## src/rtl/i2s_master_rx.sv

```systemverilog
// I2S bus-master receiver: generates sck/ws from clk_i, captures left/right words from sd_i,
// and presents stereo pairs on a valid/ready handshake. Optional macro I2S_RX_SYNC_EN adds an sd_i synchronizer.
module i2s_master_rx #(
  parameter int AUDIO_DW = 8,
  parameter int CLK_DIV  = 4
) (
  input  logic                clk_i,
  input  logic                rst_i,
  input  logic                en_i,
  output logic                sck_o,
  output logic                ws_o,
  input  logic                sd_i,
  output logic [AUDIO_DW-1:0] l_data_o,
  output logic [AUDIO_DW-1:0] r_data_o,
  output logic                valid_o,
  input  logic                ready_i,
  output logic                overrun_o
);

  localparam int DIVW = $clog2(CLK_DIV);
  localparam int KW   = $clog2(2 * AUDIO_DW);
  localparam logic [DIVW-1:0] DIV_LAST = DIVW'(CLK_DIV - 1);
  localparam logic [KW-1:0]   K_LAST   = KW'(2 * AUDIO_DW - 1);
  localparam logic [KW-1:0]   K_HALF   = KW'(AUDIO_DW);

  logic                run_q, run_d;
  logic [DIVW-1:0]     div_q, div_d;
  logic                sck_q, sck_d;
  logic [KW-1:0]       k_q, k_d;
  logic                ws_q, ws_d;
  logic [AUDIO_DW-1:0] l_sh_q, l_sh_d;
  logic [AUDIO_DW-1:0] r_sh_q, r_sh_d;
  logic                left_ok_q, left_ok_d;
  logic                comp_q, comp_d;
  logic [AUDIO_DW-1:0] l_data_q, l_data_d;
  logic [AUDIO_DW-1:0] r_data_q, r_data_d;
  logic                valid_q, valid_d;
  logic                ovr_q, ovr_d;

  logic sample_ev;
  logic sd_smp;

`ifdef I2S_RX_SYNC_EN
  logic sd_s1_q, sd_s2_q;

  always_ff @(posedge clk_i or posedge rst_i) begin
    if (rst_i) begin
      sd_s1_q <= 1'b0;
      sd_s2_q <= 1'b0;
    end else begin
      sd_s1_q <= sd_i;
      sd_s2_q <= sd_s1_q;
    end
  end

  // Two clk into the high half the synchronizer holds the value present at the rising edge.
  assign sd_smp    = sd_s2_q;
  assign sample_ev = sck_q && (div_q == DIVW'(1));
`else
  assign sd_smp    = sd_i;
  assign sample_ev = !sck_q && (div_q == DIV_LAST);
`endif

  always_comb begin
    run_d     = run_q;
    div_d     = div_q;
    sck_d     = sck_q;
    k_d       = k_q;
    ws_d      = ws_q;
    l_sh_d    = l_sh_q;
    r_sh_d    = r_sh_q;
    left_ok_d = left_ok_q;
    comp_d    = 1'b0;
    l_data_d  = l_data_q;
    r_data_d  = r_data_q;
    valid_d   = valid_q;
    ovr_d     = ovr_q;

    if (!en_i) begin
      run_d     = 1'b0;
      div_d     = '0;
      sck_d     = 1'b0;
      k_d       = '0;
      ws_d      = 1'b0;
      l_sh_d    = '0;
      r_sh_d    = '0;
      left_ok_d = 1'b0;
      valid_d   = 1'b0;
      ovr_d     = 1'b0;
    end else begin
      if (!run_q) begin
        run_d = 1'b1;
      end else begin
        div_d = (div_q == DIV_LAST) ? '0 : div_q + DIVW'(1);
        if (div_q == DIV_LAST) begin
          sck_d = !sck_q;
          if (sck_q) begin
            k_d  = (k_q == K_LAST) ? '0 : k_q + KW'(1);
            ws_d = (k_d >= K_HALF);
          end
        end
        // Period k carries frame bit k-1: periods 1..DW are left, the rest right.
        if (sample_ev) begin
          if (k_q != '0 && k_q <= K_HALF) begin
            l_sh_d = {l_sh_q[AUDIO_DW-2:0], sd_smp};
            if (k_q == K_HALF) left_ok_d = 1'b1;
          end else begin
            r_sh_d = {r_sh_q[AUDIO_DW-2:0], sd_smp};
          end
          if (k_q == '0 && left_ok_q) begin
            comp_d    = 1'b1;
            left_ok_d = 1'b0;
          end
        end
      end

      if (comp_q) begin
        if (!valid_q || ready_i) begin
          l_data_d = l_sh_q;
          r_data_d = r_sh_q;
          valid_d  = 1'b1;
        end else begin
          ovr_d = 1'b1;
        end
      end else if (valid_q && ready_i) begin
        valid_d = 1'b0;
      end
    end
  end

  always_ff @(posedge clk_i or posedge rst_i) begin
    if (rst_i) begin
      run_q     <= 1'b0;
      div_q     <= '0;
      sck_q     <= 1'b0;
      k_q       <= '0;
      ws_q      <= 1'b0;
      l_sh_q    <= '0;
      r_sh_q    <= '0;
      left_ok_q <= 1'b0;
      comp_q    <= 1'b0;
      l_data_q  <= '0;
      r_data_q  <= '0;
      valid_q   <= 1'b0;
      ovr_q     <= 1'b0;
    end else begin
      run_q     <= run_d;
      div_q     <= div_d;
      sck_q     <= sck_d;
      k_q       <= k_d;
      ws_q      <= ws_d;
      l_sh_q    <= l_sh_d;
      r_sh_q    <= r_sh_d;
      left_ok_q <= left_ok_d;
      comp_q    <= comp_d;
      l_data_q  <= l_data_d;
      r_data_q  <= r_data_d;
      valid_q   <= valid_d;
      ovr_q     <= ovr_d;
    end
  end

  assign sck_o     = sck_q;
  assign ws_o      = ws_q;
  assign l_data_o  = l_data_q;
  assign r_data_o  = r_data_q;
  assign valid_o   = valid_q;
  assign overrun_o = ovr_q;

endmodule
```

## config.mk

```make
export PLATFORM = sky130hd
export DESIGN_NAME = i2s_master_rx
export DESIGN_NICKNAME = d
export VERILOG_FILES = /design/src/rtl/i2s_master_rx.sv
export SDC_FILE = /design/constraint.sdc
export NUM_CORES = 1
export LEC_CHECK = 0
export ABC_AREA = 1
export CAP_MARGIN = 20
export CORE_ASPECT_RATIO = 0.7
export CORE_UTILIZATION = 57
export CTS_CLUSTER_SIZE = 12
export DETAILED_ROUTE_END_ITERATION = 8
export DONT_BUFFER_PORTS = 1
export HOLD_SLACK_MARGIN = 0.15
export PLACE_DENSITY_LB_ADDON = 0.25
export SKIP_LAST_GASP = 1
export SYNTH_ARGS = -nofsm -noshare
export SYNTH_HDL_FRONTEND = slang
export SYNTH_SLANG_ARGS = --single-unit
```

## constraint.sdc

```tcl
create_clock -name clk_i -period 1.6 [get_ports clk_i]
set_input_delay 0.32 -clock clk_i [delete_from_list [all_inputs] [get_ports clk_i]]
set_output_delay 0.32 -clock clk_i [all_outputs]
set_load 0.02 [all_outputs]
```

After elaboration in Yosys (flattened, before gate mapping)
Cells that the tools add are included.
{"block": "op_classes", "add_sub_neg": 2, "order_cmp": 2, "n_eq_ne": 15, "muxes": 41, "n_reduce_logical": 17}
{"operator": "8-bit two-way mux", "count": 8}
{"operator": "1-bit two-way mux", "count": 25}
{"operator": "4-bit two-way mux", "count": 5}
{"operator": "2-bit by 1-bit inequality test with 1-bit output, second input constant", "count": 6}
{"operator": "3-bit AND reduction", "count": 4}
{"operator": "3-bit by 1-bit inequality test with 1-bit output, second input constant", "count": 3}
{"operator": "4-bit == test, second input constant", "count": 2}
{"operator": "2-bit two-way mux", "count": 3}
{"operator": "2-bit AND reduction", "count": 3}
{"operator": "4-bit by 1-bit adder with 4-bit output, second input constant", "count": 1}
{"operator": "4-bit >= comparator, second input constant", "count": 1}
{"operator": "4-bit less-or-equal comparator, second input constant", "count": 1}
{"operator": "1-bit logical AND", "count": 4}
{"operator": "4-bit zero test", "count": 1}
{"operator": "2-bit inequality test, second input constant", "count": 2}
{"operator": "4-bit AND reduction", "count": 1}
{"operator": "4-bit nonzero test", "count": 1}
{"operator": "3-bit by 2-bit inequality test with 1-bit output, second input constant", "count": 1}
{"operator": "2-bit by 1-bit adder with 2-bit output, second input constant", "count": 1}
{"operator": "2-bit == test, second input constant", "count": 1}
{"operator": "1-bit zero test", "count": 2}
{"operator": "1-bit logical OR", "count": 1}
{"block": "totals", "regBits": 45, "inputBits": 5, "output_inout_bits": 20, "word_cells": 90}

Depth between registers and ports, before layout
{"block": "depth", "depth_word": 7, "ltp_mapped": 9, "ltp_nobuf": 8}

Least setup slack after synthesis
No wires, ideal clock.
{"block": "synth_path", "path_type": "register to register", "startpoint": "reg k_q[0]", "endpoint": "reg r_sh_q[1]", "setup_ns": 0.118, "t_arrival_ns": 1.192, "required_ns": 1.482, "path_slack_ns": 0.290, "path_stages_with_launch": 10, "path_buffers": 1, "synth_period_minus_slack_ns": 1.310, "cell_sequence": "dfrtp_1 > inv_1 > ha_1 > nand2_2 > nand2_2 > nand2_4 > nand2_4 > buf_6 > nand2_1 > o21ai_2"}
{"block": "synth_between", "elab_chain_cells": 4, "word_cells_on_any_way": 5, "cone_classes": "1 x order compare; 1 x eq/ne; 3 x reduce/logical"}
{"item": "from (decl)", "line": "29", "rtl": "logic [KW-1:0] k_q, k_d;"}
{"item": "from (signal assigned)", "line": "150", "rtl": "k_q <= k_d;"}
{"item": "4-bit less-or-equal comparator or 4-bit nonzero test (tied branches)", "line": "104", "rtl": "if (k_q != '0 && k_q <= K_HALF) begin"}
{"item": "1-bit logical AND (*)", "line": "104"}
{"item": "2-bit inequality test (no source line) (*)"}
{"item": "3-bit AND reduction (no source line) (*)"}
{"item": "to (signal assigned)", "line": "153", "rtl": "r_sh_q <= r_sh_d;"}
{"item": "to (decl)", "line": "32", "rtl": "logic [AUDIO_DW-1:0] r_sh_q, r_sh_d;"}
Mark *: on every way between the ends. The rest lies on a longest branch, timed or not.
A chain may end at the register's enable or synchronous reset.

Worst setup path after layout
{"block": "layout_path", "startpoint": "reg k_q[0]", "endpoint": "reg l_sh_q[6]"}
{"block": "layout_between", "elab_chain_cells": 4, "word_cells_on_any_way": 5, "cone_classes": "1 x order compare; 1 x eq/ne; 3 x reduce/logical"}
{"item": "4-bit less-or-equal comparator or 4-bit nonzero test (tied branches)", "line": "104"}
{"item": "1-bit logical AND (*)", "line": "104"}
{"item": "2-bit by 1-bit inequality test with 1-bit output (no source line) (*)"}
{"item": "3-bit AND reduction (no source line) (*)"}
{"item": "to (signal assigned)", "line": "152", "rtl": "l_sh_q <= l_sh_d;"}
{"item": "to (decl)", "line": "31", "rtl": "logic [AUDIO_DW-1:0] l_sh_q, l_sh_d;"}
Marks and branches as above.

==> key figures <==
Worst setup path
  • Crit path max fanout: 13
  • Req. time, crit path: 1820 ps
  • Crit. End Element: flip-flop
  • Arrival @ worst endpoint: 1690 ps
  • Crit path launch: k_q[0]
  • CP delay by family, top: flip-flops
  • Most common cell on crit path: nand2_2
  • Slowest CP cell: dfrtp_1
  • Startpoint Class: flip-flop
  • Max incr delay on CP: 400 ps
  • CP Class: flip-flop to flip-flop
  • Crit-path cells: inv_1 > ha_2 > nand2_2 > nand2_2 > nand3_4 > buf_4 > o21ai_1
  • Crit path buf inv count: 2
  • RR Startpoint: k_q[0]

GRT
  • Total GRT Usage: 0.2130
  • Gr ovfl total: 0
  • First-pass GRT wire length: 5892 microns
  • Vias in the first global route: 1309
  • Antenna violations before repair: 0
  • Largest net degree at the start of global routing: 34

STA
  • Setup Skew: 8.778 ps
  • Worst Tran Pin Value: 458.1 ps
  • Pins Over Slew Limit: 0
  • Worst slew margin relative to its limit: 0.6927
  • Tmin final: 1471 ps
  • WHS: 160.5 ps
  • Fin crit share: 0.9192
  • Setup violations, final: 0
  • RSZ-0062 raised after global routing: false
  • Final setup TNS: 0 ps
  • Final Hold Viols: 0
  • Achievable Freq: 680.0 MHz

Synth
  • Synth warn: 0
  • Syn Nets: 228
  • Compound-Gate Fraction of Synth Area: 0.1117
  • Synthesized flop and latch total: 45
  • Syn avg cell area: 9.321 sq um
  • Sequential fraction of the synthesis area: 0.5491
  • Post-synthesis mux area share: 0
  • Synth top area share: 0.5491
  • XOR/XNOR Fraction of Synth Area: 0.004271
  • Synthesized area: 2051 sq um
  • Cells after Synth: 220
  • Adder-cell share of the synthesized area: 0.01830
  • Simple-gate share of the synthesized area: 0.2196
  • Largest family of logic cells by synthesized area: simple AND/OR/NAND/NOR gates
  • Synth top area cells: dfrtp_1, nand2_1, inv_1
  • Post-synth cell types: 27
  • Synth area leader: dfrtp_1

Routing
  • Routed via count: 1379
  • Initial DRC Count: 71
  • DRT Pass-1 Iters: 4
  • WL/cell: 12.97 microns
  • Post-route DRC: 0
  • WL final: 3542 microns
  • Post-DRT Antenna Nets: 0
  • Via-per-instance ratio: 5.051

Floorplanning
  • # IOs: 25
  • Floorplan core area: 3297 sq um
  • Die Width: 73.69 microns
  • Starting Density: 0.6220
  • Die height: 52.19 microns
  • Die area: 3846 sq um
  • Row cnt: 17

Clocking
  • CTS tree: yes
  • CTS clk-pin slew, worst paths: 80 ps
  • H-tree depth: 2
  • Clock tree buffer depth: 2
  • CTS Buf Count: 5
  • Root Driver: clkbuf_8
  • Sinks on Clock Net: 45
  • Worst skew pair latency: 290 ps

Power and ir drop
  • Pint: 1.540 mW
  • NetSw: 0.4570 mW
  • Part of the power in the clock network: 0.348
  • Switching share of power: 0.2289
  • VDD IR-drop max: 0.0006297 V
  • Pwr per Cell Area: 902.6 nW/um^2
  • Logic pwr share: 0.059
  • Lkg Pwr: 1.050 nW
  • Register share of total power: 0.593

Layout
  • Layout cell share with drive strength beyond 1: 0.1770
  • N_diodes: 0
  • Synth-to-Final Area Change: 7.871%
  • Final #Nets: 234
  • Reg area: 1126 sq um
  • Filler cells: 260
  • Multi-input logic area: 728.2 sq um

Placement
  • RD Place Congestion: 0.7939
  • Port Buffers: 0
  • Final HPWL DP: 2448 microns

Hold path
  • Hold_sp: en_i
  • Hold crit path type: input pin to flip-flop

Status
  • Status: finished, final reports clean

Flow run
  • Max-cap violations: 0
power by group through the flow:
stage	clock network, mW	registers (mW)	logic [mW]
floorplan	0	1.20	0.100
global placement	0	1.20	0.103
detailed placement	0	1.21	0.110
CTS	0.709	1.18	0.118
global route	0.762	1.19	0.140
finish	0.694	1.18	0.118
final timing paths:
kind / slack [ps] / to / depth (start not counted)
max: 130 / l_sh_q[6] / 7
min: 160 / r_sh_q[5] / 2
max reg2reg: 130 / l_sh_q[6] / 7
min reg2reg: 480 / div_q[0] / 1
max in group asynchronous: 690 / k_q[0] / 3
min in group asynchronous: 440 / r_data_o[5] / 2
layout make-up:
| class | count | share of cell area |
|---|---|---|
| Clock inverter | 1 | 0.003394 |
| Tap cell | 47 | 0.02658 |
| Multi-Input combinational cell | 130 | 0.3292 |
| Sequential cell | 45 | 0.5091 |
| Timing Repair Buffer | 7 | 0.03167 |
| Clock buffer | 6 | 0.03733 |
| Inverter | 37 | 0.06278 |
sequential cells by signal, indices dropped and copies added, names as in the netlist, 2 cells and up:
name      flops
div_q         2
r_data_o      8
k_q           4
r_sh_q        8
l_sh_q        8
l_data_o      8
layout by cell type, fill, tap and decap left out, types with 2 or more instances in the layout:
cell and count:
nand2_1 53, dfrtp_1 45, inv_1 35, o21ai_0 21
nand3_1 10, o21ai_2 9, clkbuf_8 6, nand3_2 5
nor2_1 5, a21oi_1 5, nand2_2 4, buf_4 4
nand4_1 3, nor2_2 2, nand2_4 2, ha_1 2
dlygate4sd3_1 2
synth_stat cells (all sizes together):
cell type / instances
a21oi: 5
buf: 7
clkbuf: 1
dfrtp: 45
ha: 3
inv: 37
nand2: 59
nand3: 16
nand4: 3
nor2: 8
nor3: 1
o21ai: 31
o21bai: 1
o31ai: 1
or2: 1
xor2: 1
worst register-to-register path, stage by stage, from the launching register on:
cell     delay [ps]
dfrtp_1         400
inv_1           100
ha_2            230
nand2_2          60
nand2_2         110
nand3_4         180
buf_4           190
o21ai_1         140
cell families (layout without fill, tap and decap cells):
logic type	Yosys count	after routing
flops	45	45
fa+ha+maj	3	3
buf+inv	45	51
simple gates	88	88
compound gates	38	38
xor+xnor	1	1
per-layer routing:
layer	vias up	routed length (microns)	share of wire	global-route usage
met4	0	17	0.0048	0.07692
met2	28	1583	0.45	0.3257
met3	2	190	0.054	0.05962
li1	699	-	-	-
met1	650	1751	0.49	0.2915
met5	-	0	0	0
per-stage QoR:
step / worst slack [ps] / instance area (sq um) / util / instances / power [mW]
final: 129.3 / 2212 / 0.6710 / 273 / 1.997
after global routing: 10.56 / 2212 / 0.6710 / 273 / 2.090
after CTS: 147.0 / 2195 / 0.6657 / 271 / 2.010
after detailed placement: 167.5 / 2085 / 0.6323 / 262 / 1.316
after global placement: 222.5 / 2085 / 0.6323 / 262 / 1.307
after floorplan: 220.6 / 2051 / - / 220 / 1.302
what timing repair did:
action / 4_1_cts / 5_1_grt
setup endpoints to repair: 0 / 2
hold endpoints to repair: 16 / 0
setup buffers: 0 / 2
gates resized for setup: 0 / 1
hold buffers: 2 / 0
(Power assumes the default switching activity.)
